===== src/rtl/video_timing_pkg.sv =====
// Shared definitions for the video timing generator: pixel divider decode,
// timing total / sync-start helpers and the default counter width.
package video_timing_pkg;

    localparam int CNT_WIDTH_DEF = 10;

    // ce_divider encoding used by the video pipeline: 0 selects /4, n selects /(n+1).
    function automatic logic [3:0] ce_div_decode(input logic [2:0] ce_divider);
        return (ce_divider == 3'd0) ? 4'd4 : ({1'b0, ce_divider} + 4'd1);
    endfunction

    function automatic int timing_total(input int active, input int fp, input int sync, input int bp);
        return active + fp + sync + bp;
    endfunction

    function automatic int sync_start(input int active, input int fp);
        return active + fp;
    endfunction

endpackage


===== src/rtl/pix_ce_gen.sv =====
// Pixel clock-enable generator. ce_fire is the combinational "strobe on the
// next edge" used by the counters; ce_pix is its registered copy so the
// strobe lines up with the counter update it causes.
module pix_ce_gen
    import video_timing_pkg::*;
(
    input  logic       clk_sys,
    input  logic       reset,
    input  logic [2:0] ce_divider,
    output logic       ce_fire,
    output logic       ce_pix
);

    logic [2:0] cnt_q, cnt_d;
    logic [3:0] div_last;
    logic       ce_pix_q;

    // Compare with >= so a divider lowered below the current count fires at once.
    always_comb begin
        div_last = ce_div_decode(ce_divider) - 4'd1;
        ce_fire  = ({1'b0, cnt_q} >= div_last);
        cnt_d    = ce_fire ? 3'd0 : (cnt_q + 3'd1);
    end

    // Divider count and registered strobe.
    always_ff @(posedge clk_sys or posedge reset) begin
        if (reset) begin
            cnt_q    <= 3'd0;
            ce_pix_q <= 1'b0;
        end else begin
            cnt_q    <= cnt_d;
            ce_pix_q <= ce_fire;
        end
    end

    assign ce_pix = ce_pix_q;

endmodule


===== src/rtl/video_timing_gen.sv =====
// Video timing generator: pixel strobe, H/V counters and sync/blank/DE flags.
// Optional feature macro VIDEO_TIMING_INTERLACE_EN adds the interlace input and
// field output; field-1 frames get one extra line and half-line VSync edges.
// Flags are decoded from the next-state counts so they change in the same
// cycle as hcount/vcount.
module video_timing_gen
    import video_timing_pkg::*;
#(
    parameter int   H_ACTIVE  = 256,
    parameter int   H_FP      = 8,
    parameter int   H_SYNC    = 32,
    parameter int   H_BP      = 88,
    parameter int   V_ACTIVE  = 224,
    parameter int   V_FP      = 8,
    parameter int   V_SYNC    = 3,
    parameter int   V_BP      = 27,
    parameter logic HS_POL    = 1'b0,
    parameter logic VS_POL    = 1'b0,
    parameter int   CNT_WIDTH = CNT_WIDTH_DEF
) (
    input  logic                 clk_sys,
    input  logic                 reset,
    input  logic [2:0]           ce_divider,
    output logic                 ce_pix,
    output logic [CNT_WIDTH-1:0] hcount,
    output logic [CNT_WIDTH-1:0] vcount,
    output logic                 HSync,
    output logic                 VSync,
    output logic                 HBlank,
    output logic                 VBlank,
    output logic                 DE,
    output logic                 line_start,
    output logic                 frame_start
`ifdef VIDEO_TIMING_INTERLACE_EN
    ,
    input  logic                 interlace,
    output logic                 field
`endif
);

    localparam int H_TOTAL = timing_total(H_ACTIVE, H_FP, H_SYNC, H_BP);
    localparam int V_TOTAL = timing_total(V_ACTIVE, V_FP, V_SYNC, V_BP);
    localparam int HS_BEG  = sync_start(H_ACTIVE, H_FP);
    localparam int VS_BEG  = sync_start(V_ACTIVE, V_FP);

    localparam logic [CNT_WIDTH-1:0] ONE_C      = CNT_WIDTH'(1);
    localparam logic [CNT_WIDTH-1:0] H_LAST_C   = CNT_WIDTH'(H_TOTAL - 1);
    localparam logic [CNT_WIDTH-1:0] H_ACT_C    = CNT_WIDTH'(H_ACTIVE);
    localparam logic [CNT_WIDTH-1:0] H_HALF_C   = CNT_WIDTH'(H_TOTAL / 2);
    localparam logic [CNT_WIDTH-1:0] HS_START_C = CNT_WIDTH'(HS_BEG);
    localparam logic [CNT_WIDTH-1:0] HS_END_C   = CNT_WIDTH'(HS_BEG + H_SYNC);
    localparam logic [CNT_WIDTH-1:0] V_LAST_C   = CNT_WIDTH'(V_TOTAL - 1);
    localparam logic [CNT_WIDTH-1:0] V_ACT_C    = CNT_WIDTH'(V_ACTIVE);
    localparam logic [CNT_WIDTH-1:0] VS_START_C = CNT_WIDTH'(VS_BEG);
    localparam logic [CNT_WIDTH-1:0] VS_END_C   = CNT_WIDTH'(VS_BEG + V_SYNC);

    logic                 ce_fire;
    logic [CNT_WIDTH-1:0] h_q, h_d, v_q, v_d, v_last;
    logic                 hsync_q, vsync_q, hblank_q, vblank_q, de_q;
    logic                 line_start_q, frame_start_q;
    logic                 hs_act, vs_act;
    logic                 field_d;

    pix_ce_gen u_pix_ce_gen (
        .clk_sys    (clk_sys),
        .reset      (reset),
        .ce_divider (ce_divider),
        .ce_fire    (ce_fire),
        .ce_pix     (ce_pix)
    );

`ifdef VIDEO_TIMING_INTERLACE_EN
    localparam logic [CNT_WIDTH-1:0] V_LAST_EXT_C = CNT_WIDTH'(V_TOTAL);
    logic field_q;

    // Field-1 frames carry the extra line at the end of the back porch.
    always_comb begin
        v_last = field_q ? V_LAST_EXT_C : V_LAST_C;
    end

    // Field register; interlace only matters at the frame wrap.
    always_ff @(posedge clk_sys or posedge reset) begin
        if (reset) begin
            field_q <= 1'b0;
        end else begin
            field_q <= field_d;
        end
    end

    assign field = field_q;
`else
    assign v_last  = V_LAST_C;
    assign field_d = 1'b0;
`endif

    // Next-state pixel/line position, advancing only on the pixel strobe.
    always_comb begin
        h_d = h_q;
        v_d = v_q;
`ifdef VIDEO_TIMING_INTERLACE_EN
        field_d = field_q;
`endif
        if (ce_fire) begin
            if (h_q == H_LAST_C) begin
                h_d = '0;
                if (v_q == v_last) begin
                    v_d = '0;
`ifdef VIDEO_TIMING_INTERLACE_EN
                    field_d = interlace ? ~field_q : 1'b0;
`endif
                end else begin
                    v_d = v_q + ONE_C;
                end
            end else begin
                h_d = h_q + ONE_C;
            end
        end
    end

    // Sync windows from the next-state position; field-1 VSync is shifted by half a line.
    always_comb begin
        hs_act = (h_d >= HS_START_C) && (h_d < HS_END_C);
        if (field_d) begin
            vs_act = ((v_d > VS_START_C) || ((v_d == VS_START_C) && (h_d >= H_HALF_C))) &&
                     ((v_d < VS_END_C)   || ((v_d == VS_END_C)   && (h_d <  H_HALF_C)));
        end else begin
            vs_act = (v_d >= VS_START_C) && (v_d < VS_END_C);
        end
    end

    // Counters and all registered flag outputs.
    always_ff @(posedge clk_sys or posedge reset) begin
        if (reset) begin
            h_q           <= '0;
            v_q           <= '0;
            hsync_q       <= ~HS_POL;
            vsync_q       <= ~VS_POL;
            hblank_q      <= 1'b0;
            vblank_q      <= 1'b0;
            de_q          <= 1'b1;
            line_start_q  <= 1'b0;
            frame_start_q <= 1'b0;
        end else begin
            h_q           <= h_d;
            v_q           <= v_d;
            hsync_q       <= hs_act ? HS_POL : ~HS_POL;
            vsync_q       <= vs_act ? VS_POL : ~VS_POL;
            hblank_q      <= (h_d >= H_ACT_C);
            vblank_q      <= (v_d >= V_ACT_C);
            de_q          <= (h_d < H_ACT_C) && (v_d < V_ACT_C);
            line_start_q  <= ce_fire && (h_d == '0);
            frame_start_q <= ce_fire && (h_d == '0) && (v_d == '0);
        end
    end

    assign hcount      = h_q;
    assign vcount      = v_q;
    assign HSync       = hsync_q;
    assign VSync       = vsync_q;
    assign HBlank      = hblank_q;
    assign VBlank      = vblank_q;
    assign DE          = de_q;
    assign line_start  = line_start_q;
    assign frame_start = frame_start_q;

endmodule


===== config.mk =====
export PLATFORM = sky130hd
export DESIGN_NAME = video_timing_gen
export DESIGN_NICKNAME = d
export VERILOG_FILES = /design/src/rtl/video_timing_pkg.sv /design/src/rtl/pix_ce_gen.sv /design/src/rtl/video_timing_gen.sv
export SDC_FILE = /design/constraint.sdc
export NUM_CORES = 1
export LEC_CHECK = 0
export ABC_AREA = 1
export BUFFER_PORTS_ARGS = -buffer_cell sky130_fd_sc_hd__buf_2
export CORE_ASPECT_RATIO = 0.7
export CORE_UTILIZATION = 35
export CTS_CLUSTER_DIAMETER = 100
export DETAILED_ROUTE_END_ITERATION = 8
export HOLD_SLACK_MARGIN = 0.15
export PLACE_DENSITY = 0.63
export SYNTH_ARGS = -nofsm -noshare
export SYNTH_HDL_FRONTEND = slang
export SYNTH_SLANG_ARGS = --single-unit
export TNS_END_PERCENT = 1

===== constraint.sdc =====
create_clock -name clk_sys -period 2.4 [get_ports clk_sys]
set_input_delay 0.24 -clock clk_sys [delete_from_list [all_inputs] [get_ports clk_sys]]
set_output_delay 0.24 -clock clk_sys [all_outputs]
set_load 0.005 [all_outputs]

==> metrics.md, run 1 <==
| Metric | Value |
|---|---|
| Status | `finished clean` |
| Port-buffer cells | `32` |
| Relative slew slack | `0.7385` |
| Req. time, crit path | `2.61 ns` |
| Crit-path slowest cell | `ha_1` |
| Number of flops mapped to enable cells by yosys | `0` |
| Post-route cell area | `0.002668 mm²` |
| CP Cell Sequence | `buf_2 -> inv_1 -> ha_1 -> nand2_2 -> nand2_1 -> ha_1 -> ha_1 -> nand2_1 -> nand2_1 -> nand2_1 -> nand2_2 -> nand2_2 -> buf_12 -> nand2_1 -> o21a_2 -> nand2_2 -> nor2_1 -> nand2_1 -> nor2_1` |
| Asr flop ratio synth | `1.000` |
| Most used flip-flop cell after synthesis | `dfrtp_1` |
| Max Freq | `0.4494 GHz` |
| Layout cells sized above 1 | `0.2541` |
| Syn_area_per_cell | `6.975 µm²` |
| Synth-to-Final Area Change | `19.51%` |
| Synth area leaders | `dfrtp_1 (31%), nand2_1 (19%), inv_1 (5.9%), nor2_1 (5.9%), ha_1 (5.6%)` |
| Critical path type | `in -> reg` |
| CTS H-tree depth | `2` |
| DPL Wire Length | `4.127 mm` |
| Row cnt | `23` |
| WP buf/inv | `3` |
| Final ANT Viol Nets | `0` |
| CP Capture Type | `flop` |
| Top Family by Delay on Critical Path | `simple AND/OR/NAND/NOR gates` |
| Largest stage delay on the critical path | `0.27 ns` |
| Crit path time final | `2.225 ns` |
| Hold WC Path Type | `reg -> reg` |
| Seq/Total Area, Yosys | `0.3492` |
| Power Dens Cells | `757.2 mW/mm²` |
| Core Area | `0.005928 mm²` |
| Clock net sink count | `31` |
| Layout Nets | `384` |
| Vias | `2156` |
| Crit path DAT | `2.43 ns` |
| Largest net degree at the start of global routing | `32` |
| Leakage Power | `1.495 nW` |
| Placed inst area | `0.002575 mm²` |
| Initial DRC count | `152` |
| Mapped Area | `0.002232 mm²` |
| Antenna violations before repair | `0` |
| Synth cell types | `31` |
| Largest area contributor in the netlist | `dfrtp_1` |
| Inserted Diodes | `0` |
| Max Cap Viol | `0` |
| Post-CTS setup buffers | `0` |
| Sequential Area | `779.5 µm²` |
| Actual slew at the worst max-slew pin | `0.3923 ns` |
| Clock Pin Slew Worst Setup and Hold Paths | `0.06 ns` |
| First-pass GRT wire length | `8.825 mm` |
| Worst VDD drop | `0.0004130 V` |
| Max-slew violation count | `0` |
| TritonRoute pass-1 iters | `5` |
| Clock buffer depth | `2` |
| Hold Vio Cnt, Final | `0` |
| Total Wirelength | `5.370 mm` |
| Fillcell total | `603` |
| Avg WL per Cell | `12.07 µm` |
| Die ar. | `0.006706 mm²` |
| CTS buffer count | `5` |
| Nature of the critical path startpoint | `primary input` |
| TritonCTS clock tree | `done` |
| Setup WS pre-CTS | `-0.1516 ns` |
| # IOs | `33` |
| Syn_nets | `335` |
| Total grt overflow | `0` |
| DRC Markers | `0` |
| Setup TNS Final | `0 ns` |
| Die H | `68.82 µm` |
| Unrepaired setup endpoints after global routing | `no` |
| Syn Inst Count | `320` |
| Synth warn | `0` |
| Gr usage total | `0.1709` |
| Multi-input logic area | `0.001241 mm²` |
| #FFs+latches synth | `31` |
| PnR worst setup slack | `0.1747 ns` |
| Layout Skew | `0.005722 ns` |
| CTS root buf | `clkbuf_8` |
| Synth top area share | `0.3139` |
| Die Span X | `97.45 µm` |
| Top-count cell post-synth | `nand2_1` |
| CP Max Fanout | `14` |
| Final period util | `0.9272` |
| RePlAce Congestion | `0.7781` |
| Vias per cell | `4.845` |
| Clock Latency Late Sink | `0.28 ns` |
| Final setup violation count | `0` |
| Most frequent CP cell | `nand2_1` |
| Synth top cells by count | `nand2_1 (112), inv_1 (35), nor2_1 (35), dfrtp_1 (28), nand3_1 (23)` |
| Vias in the first global route | `1826` |
| Initial Util | `0.3765` |
## cells in the final DEF (no fill, tap or decap), types with 2 or more instances in the layout
master / synthesis / final
nor3_1: 2 / 2
nand3_1: 23 / 23
nand4_1: 12 / 12
inv_1: 35 / 33
nor2_1: 35 / 35
o21ai_0: 3 / 3
dfstp_2: 3 / 3
o21ai_2: 2 / 2
nand2_2: 16 / 17
nand3b_1: 4 / 4
nor2_2: 6 / 6
nor2_4: 2 / 2
inv_2: 2 / 4
buf_4: 0 / 16
dfrtp_1: 28 / 28
clkbuf_1: 2 / 3
buf_2: 3 / 32
xnor2_1: 3 / 3
clkbuf_8: 0 / 5
ha_1: 10 / 10
xor2_1: 4 / 4
nand2_1: 112 / 111
buf_12: 0 / 2
## stage by stage
step	instances	power (mW)	util	hold slack (ns)
floorplan	320	1.310	-	0.3413
global placement	436	1.615	0.4344	0.3371
detailed placement	436	1.638	0.4344	0.3385
CTS	445	2.039	0.4496	0.4757
global route	445	2.178	0.4500	0.4830
finish	445	2.020	0.4500	0.4732
## cell families after synthesis
family	count (synthesis)	share of synthesized area
flip-flops	31	0.3492
XOR/XNOR	7	0.02747
AND/OR/NAND/NOR	216	0.4451
adder cells (fa/ha/maj)	10	0.05605
buffers and inverters	47	0.09585
AO/OA/AOI/OAI	9	0.02634
## per-layer routing
metal | wire (µm) | global-route usage
met5 | 0 | 0
met1 | 2885 | 0.2624
met3 | 420 | 0.04335
met2 | 2026 | 0.2334
met4 | 38 | 0.04228
## layout make-up
class / instances / area share
Inverter: 38 / 0.05347
Tap cell: 75 / 0.03518
Timing Repair Buffer: 51 / 0.1238
Sequential cell: 31 / 0.2922
Clock buffer: 8 / 0.03002
Multi-Input combinational cell: 242 / 0.4653
## path summary, 6_finish.rpt
path                                  startpoint               endpoint  slack, ns  depth (start not counted)
max in group asynchronous                  reset                  HSync       1.50                          4
setup / recovery                   ce_divider[0]            frame_start       0.17                         19
min in group asynchronous                  reset    u_pix_ce_gen.ce_pix       0.58                          4
hold reg to reg            u_pix_ce_gen.cnt_q[0]  u_pix_ce_gen.cnt_q[0]       0.47                          1
setup reg to reg           u_pix_ce_gen.cnt_q[0]            frame_start       0.44                         18
hold / removal             u_pix_ce_gen.cnt_q[0]  u_pix_ce_gen.cnt_q[0]       0.47                          1
## registers in the layout, summed over array words and instances (netlist names)
register,cells
HSync,1
u_pix_ce_gen.cnt_q,3
hcount,10
vcount,10
DE,1
VSync,1
VBlank,1
u_pix_ce_gen.ce_pix,1
frame_start,1
line_start,1
HBlank,1
## power by group
part / switching, mW / internal [mW] / total [mW]
clock: 0.178 / 0.206 / 0.384
combinational: 0.522 / 0.396 / 0.918
sequential: 0.0974 / 0.620 / 0.718
## repair_timing
action,CTS,global route
setup endpoints to repair,0,2
gates resized for setup,0,3
hold buffers,1,0
hold endpoints to repair,28,0
(Power assumes the default switching activity.)
==> run 2: changes to the inputs <==
==> constraint.sdc (replaced) <==
create_clock -name clk_sys -period 2.3 [get_ports clk_sys]
set_input_delay 0.23 -clock clk_sys [delete_from_list [all_inputs] [get_ports clk_sys]]
set_output_delay 0.23 -clock clk_sys [all_outputs]
set_load 0.005 [all_outputs]
==> run 2 against run 1 <==
Die area unchanged. Non-clock buffer count increased by 6. Register-to-register slack lost 0.06 ns. Cell count grew 1.3%. Sequential share of layout area decreased by 0.81 points. Largest power group unchanged. Power up 8.9%. Combinational power is 10% higher. Via count stayed put. Highest routed layer unchanged.
==> metrics.md, run 2 (synthesis gave the netlist of run 1 again) <==
| Metric | Value |
|---|---|
| Final Util | `0.4629` |
| Post-CTS setup buffers | `0` |
| Die H | `68.82 µm` |
| Final Non-Filler Cells | `451` |
| Core Area | `0.005928 mm²` |
| WHS | `0.4716 ns` |
| Total Wirelength | `5.592 mm` |
| Vias in the first global route | `1865` |
| Gate power share | `0.459` |
| Initial DRC count | `220` |
| Inserted Diodes | `0` |
| Clock Latency Late Sink | `0.28 ns` |
| Unrepaired setup endpoints after global routing | `yes` |
| Crit path time final | `2.155 ns` |
| Hold Crit Start | `u_pix_ce_gen.cnt_q[0]` |
| DPL Wire Length | `4.192 mm` |
| TritonCTS clock tree | `done` |
| # IOs | `33` |
| CTS buffer count | `5` |
| PnR worst setup slack | `0.1446 ns` |
| Critical path type | `in -> reg` |
| TritonRoute pass-1 iters | `5` |
| Total grt overflow | `0` |
| Setup TNS Final | `0 ns` |
| Antenna violations before repair | `0` |
| Clock buffer depth | `2` |
| Power Internal | `1.314 mW` |
| Die Span X | `97.45 µm` |
| Setup WS pre-CTS | `-0.2188 ns` |
| CP Capture Type | `flop` |
| Die ar. | `0.006706 mm²` |
| Worst Hold End | `u_pix_ce_gen.cnt_q[0]` |
| Hold WC Path Type | `reg -> reg` |
| Hold Vio Cnt, Final | `0` |
| Switch Pwr | `0.8858 mW` |
| Gr usage total | `0.1766` |
| Max-slew violation count | `0` |
| Vias per cell | `4.780` |
| Most frequent cells in the layout | `nand2_1 (105), nor2_1 (35), inv_1 (33)` |
| Largest net degree at the start of global routing | `32` |
| Commonest non-fill, non-tap cell in the layout | `nand2_1` |
| Vias | `2156` |
| Relative slew slack | `0.7344` |
| Worst Reg-to-Reg Cells | `14` |
| CTS root buf | `clkbuf_8` |
| Max Freq | `0.4640 GHz` |
| Actual slew at the worst max-slew pin | `0.3985 ns` |
| Layout Nets | `390` |
| Req. time, crit path | `2.52 ns` |
| R2R Path End | `frame_start` |
| Switching Fraction | `0.4027` |
| Power consumption | `2.200 mW` |
| CP Max Fanout | `21` |
| Worst R2R Setup Slack | `0.38 ns` |
| Port-buffer cells | `32` |
| Row cnt | `23` |
| First-pass GRT wire length | `9.170 mm` |
| Status | `finished clean` |
| Layout cells sized above 1 | `0.2926` |
| Clock power share | `0.196` |
| Leakage Power | `1.526 nW` |
| Final setup violation count | `0` |
| Flop pwr share | `0.344` |
| Max Cap Viol | `0` |
| Avg WL per Cell | `12.40 µm` |
| Worst r2r src | `hcount[1]` |
| Power Dens Cells | `801.6 mW/mm²` |
| Placed inst area | `0.002620 mm²` |
| Placed cells | `442` |
| DRC Markers | `0` |
| Post-route cell area | `0.002744 mm²` |
| Initial Util | `0.3765` |
| Crit path DAT | `2.37 ns` |
| Cells on Worst Hold Path | `1` |
| Clock Pin Slew Worst Setup and Hold Paths | `0.07 ns` |
| RePlAce Congestion | `0.7948` |
| Synth-to-Final Area Change | `22.93%` |
| Clock net sink count | `31` |
| Final ANT Viol Nets | `0` |
| Final period util | `0.9371` |
| Nature of the critical path startpoint | `primary input` |
| Layout Skew | `0.006788 ns` |
| Worst VDD drop | `0.0004996 V` |
| CTS H-tree depth | `2` |
==> run 2: worst max path at each step <==
| stage | start | to | slack (ns) |
|---|---|---|---|
| floorplan | ce_divider[0] | frame_start | 0.008 |
| global placement | ce_divider[1] | HSync | -0.16 |
| detailed placement | ce_divider[0] | frame_start | -0.22 |
| CTS | ce_divider[0] | frame_start | 0.07 |
| global route | ce_divider[1] | frame_start | -0.03 |
| finish | ce_divider[1] | frame_start | 0.14 |
==> run 2: power groups by stage <==
stage | Clock, mW | Sequential (mW) | Combinational, mW
detailed placement | 0 | 0.762 | 0.996
CTS | 0.438 | 0.756 | 1.00
floorplan | 0 | 0.752 | 0.612
global route | 0.463 | 0.772 | 1.12
global placement | 0 | 0.764 | 0.985
finish | 0.432 | 0.757 | 1.01
==> run 2: cell type report <==
type | count | area, µm²
clock buffers | 5 | 68.82
flip-flops and latches | 31 | 779.5
inverters | 38 | 142.6
fillers | 617 | 3184
repair buffers | 57 | 375.4
multi-input cells | 242 | 1264
clock inverters | 3 | 20.02
well taps | 75 | 93.84
==> run 2: routing by layer <==
layer	wire length, µm	global-route usage
met1	2999	0.2702
met2	2211	0.2509
met3	336	0.03528
met4	44	0.04412
met5	0	0
==> run 2: critical path: stages <==
cell and delay, ns:
buf_2 0.10, inv_1 0.04, ha_2 0.32, nand2_1 0.05, ha_1 0.28, ha_1 0.27, nand2_1 0.05, nand2_1 0.05
nand2_1 0.05, nand2_2 0.10, nand2_2 0.08, buf_12 0.16, nand2_2 0.06, nand2_2 0.07, nor2_4 0.12, nand2_1 0.05
nor2_1 0.10, nand2_1 0.08, nor2_1 0.09
==> run 2: what timing repair did <==
item / in CTS / in global routing
gates resized for setup: 0 / 11
endpoints found under the hold margin: 28 / 0
setup endpoints to repair: 0 / 5
hold buffers: 1 / 0
==> run 3: changes to the inputs <==
--- a/config.mk
+++ b/config.mk
@@ -13,6 +13,7 @@
 export DETAILED_ROUTE_END_ITERATION = 8
 export HOLD_SLACK_MARGIN = 0.15
 export PLACE_DENSITY = 0.63
+export SETUP_SLACK_MARGIN = 0.2
 export SYNTH_ARGS = -nofsm -noshare
 export SYNTH_HDL_FRONTEND = slang
 export SYNTH_SLANG_ARGS = --single-unit
==> constraint.sdc (replaced) <==
create_clock -name clk_sys -period 2.5 [get_ports clk_sys]
set_input_delay 0.25 -clock clk_sys [delete_from_list [all_inputs] [get_ports clk_sys]]
set_output_delay 0.25 -clock clk_sys [all_outputs]
set_load 0.005 [all_outputs]
==> run 3 against run 2 <==
Routed wire length up 1.1%. Power down 5.4%. Non-clock buffer count down 11. Combinational power about the same. Clock-buffer cell count up 2. Critical path depth down 1. Critical endpoint is now DE.
==> metrics.md, run 3 (synthesis gave the netlist of run 1 again) <==
| Metric | Value |
|---|---|
| Status | `finished clean` |
| Largest net degree at the start of global routing | `32` |
| Die ar. | `0.006706 mm²` |
| Vias in the first global route | `1824` |
| Final Util | `0.4656` |
| PnR worst setup slack | `0.3571 ns` |
| Most frequent cells in the layout | `nand2_1 (98), nor2_1 (33), inv_1 (30), buf_2 (30), dfrtp_1 (28)` |
| TritonCTS clock tree | `done` |
| Die Span X | `97.45 µm` |
| Fillcell total | `577` |
| TritonRoute pass-1 iters | `4` |
| Final setup violation count | `0` |
| Req. time, crit path | `2.71 ns` |
| Power Internal | `1.246 mW` |
| Multi-input logic area | `0.001326 mm²` |
| Core Area | `0.005928 mm²` |
| Worst VDD drop | `0.0004430 V` |
| Sequential Area | `779.5 µm²` |
| Clock Latency Late Sink | `0.28 ns` |
| Critical path type | `in -> reg` |
| Power Dens Cells | `753.6 mW/mm²` |
| Layout Nets | `379` |
| Synth-to-Final Area Change | `23.65%` |
| WHS | `0.4629 ns` |
| RePlAce Congestion | `0.7918` |
| Nature of the critical path startpoint | `primary input` |
| Switching Fraction | `0.4008` |
| Port-buffer cells | `32` |
| Setup TNS Final | `0 ns` |
| DPL Wire Length | `4.024 mm` |
| Final ANT Viol Nets | `0` |
| # IOs | `33` |
| Gate power share | `0.483` |
| Power consumption | `2.080 mW` |
| Switch Pwr | `0.8335 mW` |
| Vias | `2128` |
| Hold Crit Start | `u_pix_ce_gen.cnt_q[0]` |
| CTS root buf | `clkbuf_8` |
| Worst r2r src | `u_pix_ce_gen.cnt_q[0]` |
| Die H | `68.82 µm` |
| Avg WL per Cell | `12.85 µm` |
| Clock Pin Slew Worst Setup and Hold Paths | `0.06 ns` |
| Antenna violations before repair | `0` |
| Clock net sink count | `31` |
| Initial Util | `0.3765` |
| Layout cells sized above 1 | `0.3041` |
| Initial DRC count | `173` |
| CP Max Fanout | `5` |
| Worst setup path startpoint | `ce_divider[0]` |
| Final Non-Filler Cells | `440` |
| Total grt overflow | `0` |
| Final period util | `0.8572` |
| CTS buffer count | `5` |
| Hold Vio Cnt, Final | `0` |
| CP Capture Type | `flop` |
| Inserted Diodes | `0` |
| Post-route cell area | `0.002760 mm²` |
| Setup WS pre-CTS | `-0.05314 ns` |
| Total Wirelength | `5.652 mm` |
| Row cnt | `23` |
| Commonest non-fill, non-tap cell in the layout | `nand2_1` |
| Max-slew violation count | `0` |
| Layout Skew | `0.003401 ns` |
| Hold WC Path Type | `reg -> reg` |
| Clock buffer depth | `2` |
| Max Freq | `0.4667 GHz` |
| Crit path time final | `2.143 ns` |
| CTS H-tree depth | `2` |
| Placed cells | `424` |
| Placed inst area | `0.002487 mm²` |
| First-pass GRT wire length | `9.142 mm` |
| Crit path DAT | `2.35 ns` |
| Unrepaired setup endpoints after global routing | `no` |
| Vias per cell | `4.836` |
| Flop pwr share | `0.335` |
| Gr usage total | `0.1748` |
| Actual slew at the worst max-slew pin | `0.3947 ns` |
| Clock power share | `0.182` |
| Max Cap Viol | `0` |
| Leakage Power | `1.513 nW` |
| DRC Markers | `0` |
| Relative slew slack | `0.7369` |
[run 3: what timing repair did]
| item | CTS | global route |
|---|---|---|
| buffers inserted | 0 | 5 |
| endpoints found under the setup margin | 0 | 5 |
| hold buffers | 1 | 0 |
| hold endpoints to repair | 28 | 0 |
| gates resized for setup | 0 | 29 |
[run 3: worst paths after layout]
path | end | slack (ns) | cells past startpoint
worst max register to register | DE | 0.53 | 16
worst min-delay path | u_pix_ce_gen.cnt_q[0] | 0.46 | 1
worst min register to register | u_pix_ce_gen.cnt_q[0] | 0.46 | 1
max in group asynchronous | DE | 1.59 | 4
worst max-delay path | DE | 0.36 | 18
min in group asynchronous | u_pix_ce_gen.cnt_q[2] | 0.58 | 4
[run 3: cell type report]
cell class / instances / share of cell area
clock buffer: 7 / 0.02765
multi-input combinational: 242 / 0.4805
timing repair buffer: 46 / 0.1219
sequential: 31 / 0.2824
tap: 75 / 0.03400
inverter: 38 / 0.05168
clock inverter: 1 / 0.001813
[run 3: metal layers]
metal | up-vias | part of all wire | GRT usage | routed length (µm)
li1 | 1090 | - | - | -
met1 | 974 | 0.52 | 0.2706 | 2934
met2 | 57 | 0.40 | 0.2325 | 2241
met3 | 7 | 0.074 | 0.04738 | 417
met4 | 0 | 0.010 | 0.04412 | 59
met5 | - | 0 | 0 | 0
[run 3: critical path, cell delays in order]
cell	delay, ns
buf_4	0.10
inv_2	0.05
ha_4	0.26
nand2_1	0.08
ha_4	0.21
ha_1	0.27
nand2_1	0.05
nand2_1	0.05
nand2_1	0.06
nand2_2	0.10
inv_2	0.05
nor2_4	0.21
buf_12	0.15
nand2_1	0.06
nand2_2	0.12
nand2_4	0.08
o21ai_4	0.15
nor2_1	0.06
[run 3: power by group through the flow]
| stage | sequential, mW | clock, mW | combinational [mW] |
|---|---|---|---|
| final | 0.696 | 0.379 | 1.00 |
| after floorplan | 0.692 | 0 | 0.567 |
| after global routing | 0.706 | 0.411 | 1.10 |
| after detailed placement | 0.701 | 0 | 0.845 |
| after global placement | 0.705 | 0 | 0.826 |
| after CTS | 0.696 | 0.389 | 0.849 |
